==> config.mk <==
export PLATFORM = sky130hd
export DESIGN_NAME = ctrl_uart_tx
export DESIGN_NICKNAME = d
export VERILOG_FILES = /design/src/rtl/ctrl_uart_tx.sv
export SDC_FILE = /design/constraint.sdc
export NUM_CORES = 1
export LEC_CHECK = 0
export CAP_MARGIN = 15
export CORE_ASPECT_RATIO = 1.25
export CORE_MARGIN = 2
export CORE_UTILIZATION = 35
export DETAILED_ROUTE_END_ITERATION = 8
export GPL_TIMING_DRIVEN = 0
export HOLD_SLACK_MARGIN = 0.15
export PLACE_DENSITY_LB_ADDON = 0.12
export SLEW_MARGIN = 25
export SYNTH_ARGS = -nofsm -noshare
export SYNTH_HDL_FRONTEND = slang
export SYNTH_SLANG_ARGS = --single-unit
==> constraint.sdc <==
create_clock -name clk -period 3 [get_ports clk]
set_clock_uncertainty 0.2 [all_clocks]
set_input_delay 0.6 -clock clk [delete_from_list [all_inputs] [get_ports clk]]
set_output_delay 0.6 -clock clk [all_outputs]
set_load 0.05 [all_outputs]
==> src/rtl/ctrl_uart_tx.sv <==
// Framing UART transmitter: accepts one 16-bit word per frame and sends it
// as four 8N1 bytes (sync, high, low, xor checksum) on a single tx line.
module ctrl_uart_tx #(
   parameter int unsigned CLKS_PER_BIT = 868,
   parameter logic [7:0]  SYNC_BYTE    = 8'hA5
) (
   input  logic        clk,
   input  logic        rst,
   output logic        in_rdy,
   input  logic        in_valid,
   input  logic [15:0] in_data,
   output logic        tx,
   output logic        busy,
   output logic [15:0] frame_cnt
);

   localparam int unsigned CNT_W = $clog2(CLKS_PER_BIT);
   localparam logic [CNT_W-1:0] BAUD_LAST = CNT_W'(CLKS_PER_BIT - 1);

   localparam logic [1:0] S_IDLE  = 2'd0;
   localparam logic [1:0] S_START = 2'd1;
   localparam logic [1:0] S_DATA  = 2'd2;
   localparam logic [1:0] S_STOP  = 2'd3;

   logic [1:0]       state;
   logic [CNT_W-1:0] baud_cnt;
   logic [1:0]       byte_idx;
   logic [2:0]       bit_idx;
   logic [15:0]      word;
   logic [7:0]       checksum;
   logic [7:0]       cur_byte;
   logic             bit_done;

   assign bit_done = (baud_cnt == BAUD_LAST);

   // NOTE: always_comb assigns cur_byte on every path so no latch is inferred.
   always_comb begin
      cur_byte = SYNC_BYTE;
      case (byte_idx)
         2'd1:    cur_byte = word[15:8];
         2'd2:    cur_byte = word[7:0];
         2'd3:    cur_byte = checksum;
         default: cur_byte = SYNC_BYTE;
      endcase
   end

   // NOTE: sequential state uses non-blocking assignments so every register
   // samples pre-edge values regardless of statement order.
   always_ff @(posedge clk or posedge rst) begin
      if (rst) begin
         state     <= S_IDLE;
         baud_cnt  <= '0;
         byte_idx  <= '0;
         bit_idx   <= '0;
         word      <= '0;
         checksum  <= '0;
         in_rdy    <= 1'b0;
         busy      <= 1'b0;
         tx        <= 1'b1;
         frame_cnt <= '0;
      end else if (state == S_IDLE) begin
         baud_cnt <= '0;
         if (in_rdy && in_valid) begin
            word     <= in_data;
            checksum <= in_data[15:8] ^ in_data[7:0];
            byte_idx <= '0;
            state    <= S_START;
            tx       <= 1'b0;
            busy     <= 1'b1;
            in_rdy   <= 1'b0;
         end else begin
            in_rdy <= 1'b1;
            busy   <= 1'b0;
            tx     <= 1'b1;
         end
      end else if (!bit_done) begin
         baud_cnt <= baud_cnt + 1'b1;
      end else begin
         // Bit time elapsed: restart the baud count and present the next bit.
         baud_cnt <= '0;
         case (state)
            S_START: begin
               state   <= S_DATA;
               bit_idx <= '0;
               tx      <= cur_byte[0];
            end
            S_DATA: begin
               if (bit_idx == 3'd7) begin
                  state <= S_STOP;
                  tx    <= 1'b1;
               end else begin
                  bit_idx <= bit_idx + 3'd1;
                  tx      <= cur_byte[bit_idx + 3'd1];
               end
            end
            default: begin
               if (byte_idx != 2'd3) begin
                  byte_idx <= byte_idx + 2'd1;
                  state    <= S_START;
                  tx       <= 1'b0;
               end else begin
                  state     <= S_IDLE;
                  busy      <= 1'b0;
                  in_rdy    <= 1'b1;
                  frame_cnt <= frame_cnt + 16'd1;
               end
            end
         endcase
      end
   end

endmodule

### Word-level counts from Yosys, hierarchy flattened

Index checks and enable logic that the tools add are counted.
W data, S select, Z words.

| storage, ports and cells | value |
|---|---|
| flip-flop bits (word level) | 60 |
| bits in latches | 0 |
| bits in writable memories | 0 |
| bits in read-only memories | 0 |
| input port bits | 19 |
| output and inout bits | 19 |
| memories kept | 0 |

| operators by class | value |
|---|---|
| add/subtract/negate cells | 4 |
| $mul | 0 |
| divide/modulo/power cells | 0 |
| order comparisons | 1 |
| equality and inequality tests | 13 |
| shifts and indexed selects | 0 |
| multiplexer cells | 33 |
| bitwise gates (word level) | 4 |
| reductions and logical operators | 14 |

Operator list:

| kind | number |
|---|---|
| $pmux W8 S3 | 1 |
| $mux W10 | 2 |
| $mux W2 | 9 |
| $add A16 B1 Y16 const B | 1 |
| $mux W1 | 16 |
| $reduce_and A4 Y1 | 3 |
| $add A10 B1 Y10 const B | 1 |
| $eq A10 B10 Y1 const B | 1 |
| $xor A8 B8 Y8 | 1 |
| $eq A2 B2 Y1 const B | 3 |
| $ne A2 B2 Y1 const B | 3 |
| $pmux W3 S2 | 1 |
| $reduce_and A3 Y1 | 2 |
| $reduce_bool A2 Y1 | 3 |
| $eq A2 B1 Y1 const B | 2 |
| $lt A3 B4 Y1 const B | 1 |
| $ne A2 B1 Y1 const B | 2 |
| $pmux W2 S2 | 1 |
| $reduce_and A2 Y1 | 2 |
| $reduce_bool A4 Y1 | 1 |
| $add A3 B1 Y3 const B | 1 |
| $bmux W1 S3 | 1 |
| $eq A3 B3 Y1 const B | 1 |
| $mux W3 | 1 |
| 7 further kinds | 9 |

### Longest topological paths before layout

| logic depth | value |
|---|---|
| depth in word-level cells | 8 |
| mapped depth | 8 |

### Worst setup path after synthesis

No wires, ideal clock.

| timing | value |
|---|---|
| kind | register to register |
| from | reg state[0] |
| to | reg frame_cnt[15] |
| library setup time | 0.082 ns |
| data arrival time | 1.912 ns |
| slack | 0.806 ns |
| stages on the path, launching flop included | 9 |
| cell sequence | dfrtp_1 -> inv_1 -> ha_1 -> nor3b_1 -> and4_1 -> buf_2 -> nand3_2 -> nor3_1 -> xor2_1 |

| on the way | value |
|---|---|
| word-level cells in the longest chain between the ends | 4 |

Ends and longest elaborated chain:

| item | line | source |
|---|---|---|
| start: declaration | 25 | `logic [1:0] state;` |
| start signal: assignment | 51 | `state <= S_IDLE;` |
| start signal: assignment | 67 | `state <= S_START;` |
| start signal: assignment | 83 | `state <= S_DATA;` |
| $eq A2 B2 Y1 / $eq A2 B1 Y1 (equally long branches) | 81 | `case (state)` |
| $reduce_or A2 Y1 (no source line) | - |  |
| $not A1 Y1 (no source line) | - |  |
| $reduce_and A4 Y1 (no source line) * | - |  |
| end signal: assignment | 105 | `frame_cnt <= frame_cnt + 16'd1;` |
| end: declaration | 14 | `output logic [15:0] frame_cnt` |

Mark *: on every way between the ends. The rest lies on a longest branch, timed or not.
A chain may end at the register's enable or synchronous reset.

### Worst setup path after layout

Same ends and word-level chain as after synthesis.

==> flow_summary_export.csv <==
group,metric,value,unit
logic_synthesis,netlist_top_cells_area,"dfrtp_1, nand2_1, xnor2_1",
grt,grt_pass1_vias,2356,
power_and_ir_drop,power_frac_seq,51.6,%
timing,setup_viol,0,
power_and_ir_drop,clock_power_share,44.6,%
floorplan,die_width,87.0,um
grt,grt_antenna_before_repair,0,
critical_path,crit_path_end,"frame_cnt[15]",
final_layout,final_cell_mix,"nand2_1, dfrtp_1, clkdlybuf4s50_1",
critical_path,crit_path_max_fanout,6,
logic_synthesis,yosysWarnings,0,
critical_path,reg2reg_depth,8,
grt,grt_usage,15.5,%
power_and_ir_drop,vdd_ir_drop_max,0.214,mV
final_layout,multi_input_area,0.00140,mm^2
detailed_routing,routedWlPerCell,14.1,um
detailed_routing,postRouteAntennaNets,0,
final_layout,drive_above_1_share,10.1,%
logic_synthesis,netlist_instances,305,
floorplan,start_util,36.4,%
power_and_ir_drop,p_sw_share,21.8,%
floorplan,die_h,108,um
clock_tree,cts_tree,"yes",
critical_path,cpMaxStageDelayCell,"nor3b_1",
critical_path,rr_startpoint,"state[0]",
timing,relSlewSlack,66.1,%
final_layout,antenna_cells,0,
power_and_ir_drop,cellPowerDensity,421,mW/mm^2
final_layout,final_cell_count_no_fill,455,
critical_path,crit_chain,"inv_1 -> ha_1 -> nor3b_1 -> and4_1 -> buf_2 -> nand3_2 -> nor3_1 -> xor2_1",
critical_path,cp_num_buf_inv,2,
clock_tree,cts-htree-levels,3,
critical_path,startpoint,"state[0]",
logic_synthesis,ys_ff_latch,60,
clock_tree,post-cts-setup-buffer-count,0,
grt,grt_max_degree,52,
critical_path,required,3.06,ns
grt,grt_first_pass_wirelength,11300,um
final_layout,area_growth_syn_to_layout,23.5,%
run_status,status,"finished, final reports clean",
power_and_ir_drop,pwr-share-comb,3.7,%
clock_tree,cts-root-buf,"clkbuf_8",
timing,maxClockFrequency,390,MHz
clock_tree,cts_buffer_depth,2,
final_layout,final_common_cell,"nand2_1",
clock_tree,cts_made_buffers,9,
detailed_routing,num_vias,2289,
logic_synthesis,seq_area_frac_synth,49.8,%
placement,dp.cells,440,
final_layout,fin_nets,384,
clock_tree,clk_latency,0.34,ns
clock_tree,cts_resized,0,
clock_tree,cts_num_sinks,60,
final_layout,fillers,801,
floorplan,rows,37,
logic_synthesis,synth_edf_count,0,
grt,overflow,0,
critical_path,cp.arrival,2.63,ns
logic_synthesis,yosysTopAreaCell,"dfrtp_1",
min_path,hp-class,"reg -> reg",
critical_path,crit_path_start_kind,"flop",
floorplan,coreArea,0.00829,mm^2
final_layout,design_area,0.00373,mm^2
placement,portBuffers,37,
critical_path,cp_num_cells,8,
final_layout,regArea,0.00150,mm^2
power_and_ir_drop,internal-power,1.23,mW
critical_path,critPathCaptureType,"flop",
critical_path,cpLargestDelayFamily,"simple AND/OR/NAND/NOR gates",
floorplan,io_pins,38,
critical_path,critical_path.max_stage_delay,0.49,ns
placement,place_area,0.00354,mm^2
detailed_routing,vias_per_cell,5.03,
timing,hold_viol,0,
logic_synthesis,synth_top_area_share,48.9,%
logic_synthesis,synthesis.nets,335,
logic_synthesis,synth_cell_types,45,
flow_run,maxCapViolCount,0,
floorplan,die-area,0.00938,mm^2
detailed_routing,routed_wl,6390,um
critical_path,crit_type,"reg -> reg",
detailed_routing,drc,0,
clock_tree,hold_buffers,0,
timing,drv_slew,0,
final_layout,final_util,45.0,%
timing,worst_pin_slew,0.507,ns
logic_synthesis,synth_flop_cell,"dfrtp_1",
detailed_routing,firstDrtPassIters,4,
power_and_ir_drop,switchingPower,342,uW
timing,rsz0062_at_grt,"false",
clock_tree,clkSlewWorstSetupHoldPaths,0.06,ns
placement,gp_congestion,0.737,
power_and_ir_drop,leakage,1.68,nW
timing,fin_crit_sh,85.5,%
logic_synthesis,avgSynthCellArea,9.89,um^2
critical_path,r2r-end,"frame_cnt[15]",
logic_synthesis,syn_area,0.00302,mm^2
logic_synthesis,async_reset_ff_share,100,%
placement,place_hpwl,4560,um
timing,fin_tns_setup,0,ns
timing,whs,0.271,ns
critical_path,reg2reg_setup_slack,0.43,ns
detailed_routing,dr.first_iter.drc_count,158,
timing,period_needed,2.57,ns
-- final cells by class --
| type | count | area share (%) |
|---|---|---|
| multi-input cells | 222 | 37.6 |
| flip-flops and latches | 60 | 40.3 |
| clock buffers | 14 | 4.90 |
| well taps | 97 | 3.26 |
| plain buffers | 12 | 1.88 |
| repair buffers | 38 | 10.7 |
| inverters | 11 | 1.18 |
| clock inverters | 1 | 0.134 |
-- power groups by stage --
stage               clock network (mW)  logic, mW  registers [mW]
floorplan                            0     0.0209           0.824
global placement                     0     0.0554           0.824
detailed placement                   0     0.0611           0.824
CTS                              0.721     0.0612           0.809
global route                     0.759     0.0661           0.808
finish                           0.700     0.0587           0.809
-- synth_stat cells, types with 4 or more instances --
master	instances
inv_1	11
nand2_1	71
clkbuf_1	7
xor2_1	7
xnor2_1	23
ha_1	11
nand4_1	7
nor4_1	4
nand3_1	11
o21ai_0	12
dfrtp_1	59
nor2_1	18
a22oi_1	8
a21oi_1	5
-- per-stage QoR --
step           setup WS, ns  power [mW]
2_1_floorplan         0.717       0.845
3_3_place_gp         -0.502       0.880
3_5_place_dp          0.377       0.885
4_1_cts               0.357        1.59
5_1_grt               0.261        1.63
6_report              0.435        1.57
-- how the worst min path moves through the flow --
stage	to	slack, ns	depth (start not counted)	start
global route	frame_cnt[15]	0.30	1	frame_cnt[15]
finish	frame_cnt[15]	0.27	1	frame_cnt[15]
floorplan	word[11]	0.25	2	word[11]
global placement	frame_cnt[15]	0.26	1	frame_cnt[15]
detailed placement	word[14]	0.26	2	word[14]
CTS	frame_cnt[15]	0.27	1	frame_cnt[15]
-- per-layer routing --
| layer | wire length [um] | track usage [%] | share of wire, % |
|---|---|---|---|
| met5 | 0 | 0 | 0 |
| met4 | 122 | 6.70 | 1.9 |
| met3 | 224 | 3.76 | 3.5 |
| met2 | 3180 | 25.2 | 50 |
| met1 | 2870 | 19.4 | 45 |
-- worst register-to-register path: cells and delay by family (launching register included) --
kind / cells / cell delay, ns
buffers and inverters: 2 / 0.24
flip-flops: 1 / 0.35
XOR/XNOR: 1 / 0.16
AND/OR/NAND/NOR: 4 / 1.16
adder cells (fa/ha/maj): 1 / 0.39
-- sequential cells by signal, indices dropped and copies added (netlist names) --
register / flops
baud_cnt: 10
bit_idx: 3
busy: 1
byte_idx: 2
checksum: 8
frame_cnt: 16
in_rdy: 1
state: 2
tx: 1
word: 16
-- logic make-up after synthesis --
logic type	count (synthesis)	synth area share (%)
AND/OR/NAND/NOR	132	20.7
AO/OA/AOI/OAI	44	10.5
flip-flops	60	49.8
multiplexers	5	2.12
buffers and inverters	23	3.69
XOR/XNOR	30	8.71
adder cells (fa/ha/maj)	11	4.56
Power figures use the tool's default switching activity.
